===== src/rtl/hazard_ctrl_pkg.sv =====
// Shared CPU constants for the hazard controller: opcodes, FSM states and stall lengths.
package hazard_ctrl_pkg;

  localparam logic [5:0] OP_RTYPE = 6'h00;
  localparam logic [5:0] OP_LW    = 6'h23;
  localparam logic [5:0] OP_SW    = 6'h2B;
  localparam logic [5:0] OP_BEQ   = 6'h04;
  localparam logic [5:0] OP_BNE   = 6'h05;
  localparam logic [5:0] OP_ADDI  = 6'h08;

  localparam logic [1:0] LEN_NONE = 2'd0;
  localparam logic [1:0] LEN_ONE  = 2'd1;
  localparam logic [1:0] LEN_TWO  = 2'd2;

  localparam logic [15:0] CNT_MAX = 16'hFFFF;

  typedef enum logic [1:0] {
    ST_INIT = 2'd0,
    ST_RUN  = 2'd1,
    ST_HOLD = 2'd2
  } state_t;

  function automatic logic is_branch(input logic [5:0] op);
    return (op == OP_BEQ) || (op == OP_BNE);
  endfunction

endpackage


===== src/rtl/hazard_ctrl_if.sv =====
// Pipeline-side signals seen by the hazard controller: ID/EX/MEM status in, stall/flush controls out.
interface hazard_ctrl_if;

  logic [5:0] IFtoID_Op;
  logic [4:0] IFtoID_Rs;
  logic [4:0] IFtoID_Rt;
  logic       branch_equal;
  logic       IDtoEX_MemRead;
  logic       IDtoEX_RegWrite;
  logic [4:0] IDtoEX_WriteReg;
  logic       EXtoMEM_RegWrite;
  logic [4:0] EXtoMEM_WriteReg;

  logic       PCWrite;
  logic       IFtoID_Write;
  logic       ID_Bubble;
  logic       PCSrc;
  logic       IF_Flush;

  modport master (
    output IFtoID_Op, IFtoID_Rs, IFtoID_Rt, branch_equal,
           IDtoEX_MemRead, IDtoEX_RegWrite, IDtoEX_WriteReg,
           EXtoMEM_RegWrite, EXtoMEM_WriteReg,
    input  PCWrite, IFtoID_Write, ID_Bubble, PCSrc, IF_Flush
  );

  modport slave (
    input  IFtoID_Op, IFtoID_Rs, IFtoID_Rt, branch_equal,
           IDtoEX_MemRead, IDtoEX_RegWrite, IDtoEX_WriteReg,
           EXtoMEM_RegWrite, EXtoMEM_WriteReg,
    output PCWrite, IFtoID_Write, ID_Bubble, PCSrc, IF_Flush
  );

endinterface


===== src/rtl/hazard_ctrl_detect.sv =====
// Combinational hazard detection: decides which sources the ID instruction reads and
// whether an in-flight producer forces a stall, and for how many cycles.
module hazard_detect
  import hazard_ctrl_pkg::*;
(
  input  logic [5:0] op,
  input  logic [4:0] rs,
  input  logic [4:0] rt,
  input  logic       ex_mem_read,
  input  logic       ex_reg_write,
  input  logic [4:0] ex_write_reg,
  input  logic       mem_reg_write,
  input  logic [4:0] mem_write_reg,
  output logic       hazard,
  output logic [1:0] stall_len
);

  logic use_rs;
  logic use_rt;
  logic branch;
  logic ex_match;
  logic mem_match;

  always_comb begin
    use_rs = (op == OP_RTYPE) || (op == OP_LW) || (op == OP_SW) ||
             (op == OP_BEQ)   || (op == OP_BNE) || (op == OP_ADDI);
    use_rt = (op == OP_RTYPE) || (op == OP_SW) || (op == OP_BEQ) || (op == OP_BNE);
    branch = is_branch(op);

    // $0 is hard-wired, so a producer targeting it never creates a dependency
    ex_match  = (ex_write_reg != 5'd0) &&
                ((use_rs && (ex_write_reg == rs)) || (use_rt && (ex_write_reg == rt)));
    mem_match = (mem_write_reg != 5'd0) &&
                ((use_rs && (mem_write_reg == rs)) || (use_rt && (mem_write_reg == rt)));

    stall_len = LEN_NONE;
    if (branch) begin
      // Branches resolve in ID, so ALU results still in flight must drain first
      if (ex_reg_write && ex_match)
        stall_len = LEN_TWO;
      else if (mem_reg_write && mem_match)
        stall_len = LEN_ONE;
    end else if (ex_mem_read && ex_match) begin
      stall_len = LEN_ONE;
    end

    hazard = (stall_len != LEN_NONE);
  end

endmodule


===== src/rtl/hazard_ctrl.sv =====
// Hazard controller: INIT/RUN/HOLD sequencer driving PC/IF-ID stalls and branch flushes,
// plus saturating stall and flush performance counters.
//
// state | meaning
// INIT  | one-cycle post-reset settle, pipeline held with a bubble
// RUN   | normal issue; evaluates hazards and taken branches
// HOLD  | second cycle of a two-cycle branch stall, no evaluation
module hazard_ctrl
  import hazard_ctrl_pkg::*;
(
  input  logic              clk,
  input  logic              rst,
  hazard_ctrl_if.slave      bus,
  input  logic              cnt_clr,
  output logic [15:0]       stall_cnt,
  output logic [15:0]       flush_cnt
);

  state_t     state;
  state_t     state_nxt;
  logic       hazard;
  logic [1:0] stall_len;
  logic       taken;
  logic       pc_write;
  logic       ifid_write;
  logic       bubble;
  logic       pc_src;
  logic       if_flush;
  logic       inc_stall;
  logic       inc_flush;

  hazard_detect u_detect (
    .op            (bus.IFtoID_Op),
    .rs            (bus.IFtoID_Rs),
    .rt            (bus.IFtoID_Rt),
    .ex_mem_read   (bus.IDtoEX_MemRead),
    .ex_reg_write  (bus.IDtoEX_RegWrite),
    .ex_write_reg  (bus.IDtoEX_WriteReg),
    .mem_reg_write (bus.EXtoMEM_RegWrite),
    .mem_write_reg (bus.EXtoMEM_WriteReg),
    .hazard        (hazard),
    .stall_len     (stall_len)
  );

  assign taken = ((bus.IFtoID_Op == OP_BEQ) &&  bus.branch_equal) ||
                 ((bus.IFtoID_Op == OP_BNE) && !bus.branch_equal);

  always_comb begin
    state_nxt  = state;
    pc_write   = 1'b0;
    ifid_write = 1'b0;
    bubble     = 1'b1;
    pc_src     = 1'b0;
    if_flush   = 1'b0;
    inc_stall  = 1'b0;
    inc_flush  = 1'b0;

    if (!rst) begin
      unique case (state)
        ST_INIT: state_nxt = ST_RUN;
        ST_RUN: begin
          if (hazard) begin
            inc_stall = 1'b1;
            if (stall_len == LEN_TWO)
              state_nxt = ST_HOLD;
          end else begin
            pc_write   = 1'b1;
            ifid_write = 1'b1;
            bubble     = 1'b0;
            if (taken) begin
              pc_src    = 1'b1;
              if_flush  = 1'b1;
              inc_flush = 1'b1;
            end
          end
        end
        ST_HOLD: begin
          inc_stall = 1'b1;
          state_nxt = ST_RUN;
        end
        default: state_nxt = ST_INIT;
      endcase
    end
  end

  always_ff @(posedge clk) begin
    if (rst) begin
      state     <= ST_INIT;
      stall_cnt <= 16'd0;
      flush_cnt <= 16'd0;
    end else begin
      state <= state_nxt;
      if (cnt_clr)
        stall_cnt <= 16'd0;
      else if (inc_stall && (stall_cnt != CNT_MAX))
        stall_cnt <= stall_cnt + 16'd1;
      if (cnt_clr)
        flush_cnt <= 16'd0;
      else if (inc_flush && (flush_cnt != CNT_MAX))
        flush_cnt <= flush_cnt + 16'd1;
    end
  end

  assign bus.PCWrite      = pc_write;
  assign bus.IFtoID_Write = ifid_write;
  assign bus.ID_Bubble    = bubble;
  assign bus.PCSrc        = pc_src;
  assign bus.IF_Flush     = if_flush;

endmodule

===== src/flat_wrapper.sv =====
// flat-port wrapper written by rule: the top's interface ports become plain ports
module hazard_ctrl_flat import hazard_ctrl_pkg::*;
  (clk, rst, cnt_clr, stall_cnt, flush_cnt, bus_IFtoID_Op, bus_IFtoID_Rs, bus_IFtoID_Rt, bus_branch_equal, bus_IDtoEX_MemRead, bus_IDtoEX_RegWrite, bus_IDtoEX_WriteReg, bus_EXtoMEM_RegWrite, bus_EXtoMEM_WriteReg, bus_PCWrite, bus_IFtoID_Write, bus_ID_Bubble, bus_PCSrc, bus_IF_Flush);
  hazard_ctrl_if bus_i ();
  input  logic clk;
  input  logic rst;
  input  logic cnt_clr;
  output logic [15:0] stall_cnt;
  output logic [15:0] flush_cnt;
  input wire logic [$bits(bus_i.IFtoID_Op)-1:0] bus_IFtoID_Op;
  input wire logic [$bits(bus_i.IFtoID_Rs)-1:0] bus_IFtoID_Rs;
  input wire logic [$bits(bus_i.IFtoID_Rt)-1:0] bus_IFtoID_Rt;
  input wire logic [$bits(bus_i.branch_equal)-1:0] bus_branch_equal;
  input wire logic [$bits(bus_i.IDtoEX_MemRead)-1:0] bus_IDtoEX_MemRead;
  input wire logic [$bits(bus_i.IDtoEX_RegWrite)-1:0] bus_IDtoEX_RegWrite;
  input wire logic [$bits(bus_i.IDtoEX_WriteReg)-1:0] bus_IDtoEX_WriteReg;
  input wire logic [$bits(bus_i.EXtoMEM_RegWrite)-1:0] bus_EXtoMEM_RegWrite;
  input wire logic [$bits(bus_i.EXtoMEM_WriteReg)-1:0] bus_EXtoMEM_WriteReg;
  output wire logic [$bits(bus_i.PCWrite)-1:0] bus_PCWrite;
  output wire logic [$bits(bus_i.IFtoID_Write)-1:0] bus_IFtoID_Write;
  output wire logic [$bits(bus_i.ID_Bubble)-1:0] bus_ID_Bubble;
  output wire logic [$bits(bus_i.PCSrc)-1:0] bus_PCSrc;
  output wire logic [$bits(bus_i.IF_Flush)-1:0] bus_IF_Flush;
  assign bus_i.IFtoID_Op = bus_IFtoID_Op;
  assign bus_i.IFtoID_Rs = bus_IFtoID_Rs;
  assign bus_i.IFtoID_Rt = bus_IFtoID_Rt;
  assign bus_i.branch_equal = bus_branch_equal;
  assign bus_i.IDtoEX_MemRead = bus_IDtoEX_MemRead;
  assign bus_i.IDtoEX_RegWrite = bus_IDtoEX_RegWrite;
  assign bus_i.IDtoEX_WriteReg = bus_IDtoEX_WriteReg;
  assign bus_i.EXtoMEM_RegWrite = bus_EXtoMEM_RegWrite;
  assign bus_i.EXtoMEM_WriteReg = bus_EXtoMEM_WriteReg;
  assign bus_PCWrite = bus_i.PCWrite;
  assign bus_IFtoID_Write = bus_i.IFtoID_Write;
  assign bus_ID_Bubble = bus_i.ID_Bubble;
  assign bus_PCSrc = bus_i.PCSrc;
  assign bus_IF_Flush = bus_i.IF_Flush;
  hazard_ctrl u_core (.clk(clk), .rst(rst), .bus(bus_i), .cnt_clr(cnt_clr), .stall_cnt(stall_cnt), .flush_cnt(flush_cnt));
endmodule

===== config.mk =====
export PLATFORM = sky130hd
export DESIGN_NAME = hazard_ctrl_flat
export DESIGN_NICKNAME = d
export VERILOG_FILES = /design/src/rtl/hazard_ctrl_pkg.sv /design/src/rtl/hazard_ctrl_if.sv /design/src/rtl/hazard_ctrl_detect.sv /design/src/rtl/hazard_ctrl.sv /design/src/flat_wrapper.sv
export SDC_FILE = /design/constraint.sdc
export NUM_CORES = 1
export LEC_CHECK = 0
export BUFFER_PORTS_ARGS = -buffer_cell sky130_fd_sc_hd__buf_2
export CAP_MARGIN = 20
export CORE_MARGIN = 4
export CORE_UTILIZATION = 49
export CTS_BUF_LIST = sky130_fd_sc_hd__clkbuf_2
export CTS_CLUSTER_DIAMETER = 50
export DETAILED_ROUTE_END_ITERATION = 8
export GPL_ROUTABILITY_DRIVEN = 0
export PLACE_DENSITY_LB_ADDON = 0.3
export SLEW_MARGIN = 5
export SYNTH_ARGS = -nofsm -noshare
export SYNTH_HDL_FRONTEND = slang
export SYNTH_SLANG_ARGS = --single-unit

===== constraint.sdc =====
create_clock -name clk -period 7.9 [get_ports clk]
set_input_delay 1.58 -clock clk [delete_from_list [all_inputs] [get_ports clk]]
set_output_delay 1.58 -clock clk [all_outputs]
set_load 0.01 [all_outputs]

==> key figures, run 1 <==
Detailed routing
  • Vias/cell: 5.65
  • Remaining routing DRC violations: 0
  • Drt wl/cell: 13.1 um
  • Remaining antenna violation count: 0
  • Detailed-route via count: 2221
  • DRT Pass-1 Iters: 4
  • Drt initial violations: 147
  • WL final: 5160 um

Layout
  • Ant diodes: 0
  • Area Growth Syn to Fin: 19.1%
  • Layout fillers: 389
  • # nets final: 381
  • Multi-input combinational cell area: 1400 um^2
  • FF/Latch Area: 681 um^2
  • Share of layout cells above drive strength 1: 25.4%

Floorplan
  • Die area: 5510 um^2
  • Initial Util: 52.3%
  • Core area: 4120 um^2
  • Die W: 74.3 um
  • IO Pins: 70
  • Die height: 74.3 um
  • # rows: 23

Yosys
  • Syn Std Cell Area: 2150 um^2
  • Most common cell in the netlist: dfxtp_1
  • Yosys top cell by area: dfxtp_1
  • Sequential-to-total area share from yosys stat: 31.6%
  • Syn. warnings: 0
  • Post-Syn Nets: 313
  • Number of synthesized flops with an enable pin: 0
  • Synth Register Bits: 34
  • Post-synth ARST share: 0%
  • Distinct cells, synth: 43
  • Post-synth top cells: dfxtp_1 (34), nand2_1 (29), a21oi_1 (25), nand3_1 (17), nor2_1 (17)
  • Post-Syn Instances: 275
  • Synth top area cells: dfxtp_1 (32%), a21oi_1 (5.8%), xnor2_1 (5.7%)
  • Yosys top cell area share: 31.6%
  • Mapped Avg Cell Area: 7.82 um^2
  • Top_reg_cell synth: dfxtp_1

Worst hold path
  • Worst hold path depth: 2
  • Tightest Hold Check Type: flop to flop
  • Hold Startpoint: u_core.stall_cnt[9]

STA
  • Post-route clock period utilization: 63.1%
  • FMAX: 0.201 GHz
  • Fin Setup TNS: 0 ns
  • Min Tclk post-route: 4.98 ns
  • Skew final: 0.0103 ns
  • Fin. max-slew vios: 0
  • Worst-Margin Slew: 0.756 ns
  • Worst Hold Slack: 0.511 ns
  • Slew HR: 49.4%
  • Final setup fails: 0
  • RSZ-0062 raised after global routing: no
  • Final Hold Fails: 0

Job
  • Max-cap violations: 0

Placement
  • Port Buffers: 69
  • Detail Placement HPWL: 3980 um

Power and ir drop
  • Sw frac: 26.7%
  • Sequential power share: 59.2%
  • Internal: 0.214 mW
  • Pwr dens: 114 nW/um^2
  • Comb pwr share: 13.7%
  • Worst vdd ir: 0.0000480 V
  • Net Sw Power: 0.0780 mW
  • Clock power share: 27.1%
  • Pleak: 1.04 nW
  • Total power: 0.292 mW

Clock tree
  • Max clock buf depth: 2
  • CTS tree: done
  • Post-cts resize count: 0
  • Clk Latency, worst-skew pair: 0.38 ns
  • Clk sinks: 34
  • CTS H-Tree Depth: 2
  • Clock root buffer master: clkbuf_2
  • Hold-fix buffers, CTS: 0
  • Clock-pin slew of the registers on the worst-case setup and hold paths: 0.17 ns
  • TritonCTS buffer count: 5
  • Total setup buffers inserted after CTS: 0

Worst setup path
  • Arr. time, crit path: 3.40 ns
  • Worst Setup Path Type: input pin to output pin
  • Critical Path RT: 6.32 ns
  • Worst Path Max Fanout: 4
  • Reg-to-reg startpoint: u_core.state[1]
  • CP Launch Point: bus_EXtoMEM_WriteReg[1]
  • Critical Path Start Type: input pin
  • Worst-case reg-to-reg path depth: 8
  • Worst setup EP type: output pin

Global routing
  • Gr ovfl total: 0
  • Initial antenna violation count: 0
  • Vias in the first global route: 1925
  • Largest net degree at the start of global routing: 33
  • Total GRT Usage: 19.1%
  • First-pass GRT wire length: 8490 um

Status
  • Run status: complete, no violations
-- through the flow --
step	area [um^2]	setup WS (ns)	std cells	util, %
detailed placement	2510	2.89	384	61.0
floorplan	2150	3.00	275	-
global placement	2510	2.97	384	61.0
global route	2560	2.74	393	62.2
finish	2560	2.92	393	62.2
CTS	2540	2.88	391	61.8
-- metal layers --
metal,wire length [um],vias to the layer above,GRT usage (%)
met5,0,-,0
met4,66,0,5.93
met3,363,4,3.92
met2,2350,71,31.0
met1,2380,993,25.6
li1,-,1153,-
-- sequential cells by signal, indices dropped and copies added, names as in the netlist --
register,flops
u_core.flush_cnt,16
u_core.stall_cnt,16
u_core.state,2
-- area by class of cell --
class / instances / share of cell area, %
timing repair buffer: 71 / 14.1
clock buffer: 7 / 1.37
multi-input combinational: 224 / 54.5
sequential: 34 / 26.6
tap: 50 / 2.44
inverter: 7 / 1.03
-- path summary, 6_finish.rpt --
| kind | endpoint | slack [ns] |
|---|---|---|
| worst min-delay path | u_core.stall_cnt[9] | 0.51 |
| worst max-delay path | bus_IF_Flush | 2.92 |
| worst min register to register | u_core.stall_cnt[9] | 0.51 |
| worst max register to register | u_core.flush_cnt[8] | 5.55 |
-- worst max-delay path: stages --
cell	delay, ns
buf_2	0.12
or4_1	0.52
o21ai_1	0.14
nor2_1	0.08
a21oi_1	0.17
nor4b_1	0.54
buf_2	0.25
-- cells in the final DEF (no fill, tap or decap), types with 2 or more instances in the layout --
cell       n
nand4_1    9
dfxtp_1   34
nor2_1    17
or3_1     14
o31a_1     2
a21o_1     2
a31o_2     4
nand3_1   17
nand2b_1   2
and3_1     6
nor2b_1    3
o21ai_0   12
o21a_1     2
and2_1     4
buf_2     70
o211ai_1   5
inv_1      7
and4_1     4
nor3_1     6
xnor2_1   14
o31ai_1    5
clkbuf_2   7
nand2_1   29
ha_1       5
xor2_1    10
nor4b_1    2
or4_1     10
nor4_1     3
a21oi_1   25
-- kinds of logic after synthesis --
family          count (synthesis)  share of synthesized area, %
flops                          34                          31.6
xor+xnor                       24                          9.77
buf+inv                        17                          3.78
simple gates                  131                          33.4
compound gates                 64                          18.4
fa+ha+maj                       5                          2.91
-- power groups by stage --
stage	combinational (mW)	clock, mW	sequential (mW)
4_1_cts	0.0400	0.0813	0.173
3_3_place_gp	0.0391	0	0.176
3_5_place_dp	0.0399	0	0.176
5_1_grt	0.0444	0.0905	0.173
2_1_floorplan	0.0227	0	0.176
6_report	0.0399	0.0790	0.173
No activity file was read; power rests on OpenSTA's default activity.
==> run 2, diff against run 1 <==
- CORE_UTILIZATION: 49 -> 47
- clock period: 7.9 -> 4.58 ns (I/O delays scaled with it)
==> run 2 against run 1 <==
Count of clock-buffer cells in the layout fell by 1. Global-route usage up 0.25 points. Flip-flop and latch count unchanged. Non-clock buffer count unchanged. Sequential share of layout area hardly changed. Critical path type unchanged. Highest routed layer unchanged.
==> key figures, run 2 (synthesis gave the netlist of run 1 again) <==
Power and ir drop
  • Worst vdd ir: 0.0000692 V (was 0.0000480 V)
  • Pwr dens: 197 nW/um^2 (was 114 nW/um^2)
  • Pleak: 1.04 nW (about the same)

STA
  • Final WS setup: 0.977 ns (was 2.92 ns)
  • Skew final: 0.00810 ns (was 0.0103 ns)
  • Fin Setup TNS: 0 ns (unchanged)
  • Worst Hold Slack: 0.509 ns (was 0.511 ns)
  • Final setup fails: 0 (unchanged)
  • Worst-Margin Slew: 0.702 ns (was 0.756 ns)
  • RSZ-0062 raised after global routing: no (unchanged)
  • Fin. max-slew vios: 0 (unchanged)
  • Slew HR: 53.1% (was 49.4%)
  • Min Tclk post-route: 3.60 ns
  • FMAX: 0.278 GHz
  • Final Hold Fails: 0 (unchanged)
  • Post-route clock period utilization: 78.7%

Floorplan
  • Die area: 5720 um^2 (was 5510 um^2)
  • Die height: 75.6 um (was 74.3 um)
  • Die W: 75.6 um (was 74.3 um)
  • Core area: 4380 um^2 (was 4120 um^2)
  • Initial Util: 49.1% (was 52.3%)
  • IO Pins: 70 (unchanged)
  • # rows: 24 (was 23)

Worst setup path
  • Worst Setup Path Type: input pin to output pin (unchanged)
  • CP Cell Sequence: buf_2 > or4_1 > o21ai_1 > nor2_1 > a21oi_1 > nor4b_1 > buf_2 (unchanged)
  • Worst setup EP type: output pin (unchanged)
  • Slowest-stage cell, CP: or4_1 (was nor4b_1)
  • Critical Path RT: 3.66 ns (was 6.32 ns)
  • RR Endpoint: u_core.flush_cnt[8] (unchanged)
  • Most used cell, CP: buf_2 (unchanged)
  • Reg2reg setup slack: 2.24 ns (was 5.55 ns)
  • Slowest cell delay on critical path: 0.54 ns (about the same)
  • Critical Path Start Type: input pin (unchanged)
  • Arr. time, crit path: 2.69 ns (was 3.40 ns)
  • Worst-case reg-to-reg path depth: 8 (unchanged)
  • Reg-to-reg startpoint: u_core.state[1] (unchanged)
  • Worst Path Max Fanout: 4 (unchanged)

Layout
  • Largest regs: u_core.flush_cnt x16, u_core.stall_cnt x16, u_core.state x2 (unchanged)
  • # nets final: 381 (unchanged)
  • Post-route cell area: 2560 um^2 (about the same)
  • Area Growth Syn to Fin: 19.2% (was 19.1%)
  • Most frequent cells in the layout: buf_2 (70), dfxtp_1 (34), nand2_1 (29) (unchanged)
  • Share of layout cells above drive strength 1: 25.3% (was 25.4%)
  • Ant diodes: 0 (unchanged)
  • Most common cell after layout, fill and taps aside: buf_2 (unchanged)

Global routing
  • Largest net degree at the start of global routing: 33 (unchanged)
  • Gr ovfl total: 0 (unchanged)
  • First-pass GRT wire length: 8690 um (was 8490 um)
  • Total GRT Usage: 19.4% (was 19.1%)
  • Initial antenna violation count: 0 (unchanged)
  • Vias in the first global route: 1997 (was 1925)

Detailed routing
  • Vias/cell: 5.67 (was 5.65)
  • Drt wl/cell: 13.2 um (was 13.1 um)
  • Drt initial violations: 177 (was 147)
  • Detailed-route via count: 2245 (was 2221)
  • Remaining antenna violation count: 0 (unchanged)
  • WL final: 5210 um (was 5160 um)
  • DRT Pass-1 Iters: 4 (unchanged)
  • Remaining routing DRC violations: 0 (unchanged)

Clock tree
  • Clock root buffer master: clkbuf_2 (unchanged)
  • CTS tree: done (unchanged)
  • Post-cts resize count: 0 (unchanged)
  • CTS H-Tree Depth: 2 (unchanged)
  • Clock-pin slew of the registers on the worst-case setup and hold paths: 0.17 ns (about the same)
  • Max clock buf depth: 2 (unchanged)
  • Hold-fix buffers, CTS: 0 (unchanged)
  • Clk sinks: 34 (unchanged)
  • TritonCTS buffer count: 5 (unchanged)
  • Clk Latency, worst-skew pair: 0.37 ns (was 0.38 ns)
  • Total setup buffers inserted after CTS: 0 (unchanged)

Placement
  • Pre-CTS setup slack: 0.951 ns (was 2.89 ns)
  • Port Buffers: 69 (unchanged)
  • Detail Placement HPWL: 3960 um (was 3980 um)
  • Placed Area: 2520 um^2 (was 2510 um^2)

Worst hold path
  • Hold Startpoint: u_core.stall_cnt[14] (was u_core.stall_cnt[9])
  • Hold path endpoint: u_core.stall_cnt[14] (was u_core.stall_cnt[9])
  • Worst hold path depth: 2 (unchanged)
  • Tightest Hold Check Type: flop to flop (unchanged)

Status
  • Run status: complete, no violations (unchanged)

Job
  • Max-cap violations: 0 (unchanged)
==> run 2: worst max-delay path, delay by kind of cell <==
| kind | cells | cell delay, ns |
|---|---|---|
| simple gates | 3 | 1.11 |
| buf+inv | 2 | 0.36 |
| compound gates | 2 | 0.30 |
==> run 2: layout make-up <==
type | count | area (um^2)
clock buffers | 6 | 30.0
flip-flops and latches | 34 | 681
clock inverters | 2 | 8.76
repair buffers | 71 | 358
inverters | 7 | 26.3
multi-input cells | 224 | 1400
fillers | 419 | 1820
well taps | 52 | 65.1
==> run 2: worst max path at each step <==
stage	startpoint	endpoint	slack [ns]	cells past startpoint
floorplan	bus_EXtoMEM_WriteReg[1]	bus_PCSrc	1.01	6
global placement	bus_EXtoMEM_WriteReg[1]	bus_IF_Flush	1.02	7
detailed placement	bus_EXtoMEM_WriteReg[1]	bus_IF_Flush	0.95	7
CTS	bus_EXtoMEM_WriteReg[1]	bus_IF_Flush	0.93	7
global route	bus_EXtoMEM_WriteReg[1]	bus_PCSrc	0.79	7
finish	bus_EXtoMEM_WriteReg[1]	bus_IF_Flush	0.98	7
==> run 2: per-stage QoR <==
| stage | total power [mW] | util, % | instances |
|---|---|---|---|
| floorplan | 0.343 | - | 275 |
| global route | 0.535 | 58.5 | 396 |
| CTS | 0.512 | 58.4 | 395 |
| finish | 0.505 | 58.5 | 396 |
| detailed placement | 0.374 | 57.5 | 387 |
| global placement | 0.372 | 57.5 | 387 |
==> run 2: layer usage <==
layer  wire length (um)  up-vias  GRT usage, %
li1                   -     1154             -
met1               2340     1004          24.9
met2               2390       78          32.1
met3                389        9          3.96
met4                 99        0          6.80
met5                  0        -             0
==> run 2: power by group <==
part	switching [mW]	internal (mW)	leakage [nW]	total (mW)
sequential	0.000810	0.297	0.274	0.298
clock	0.100	0.0375	0.0304	0.138
combinational	0.0373	0.0317	0.733	0.0690
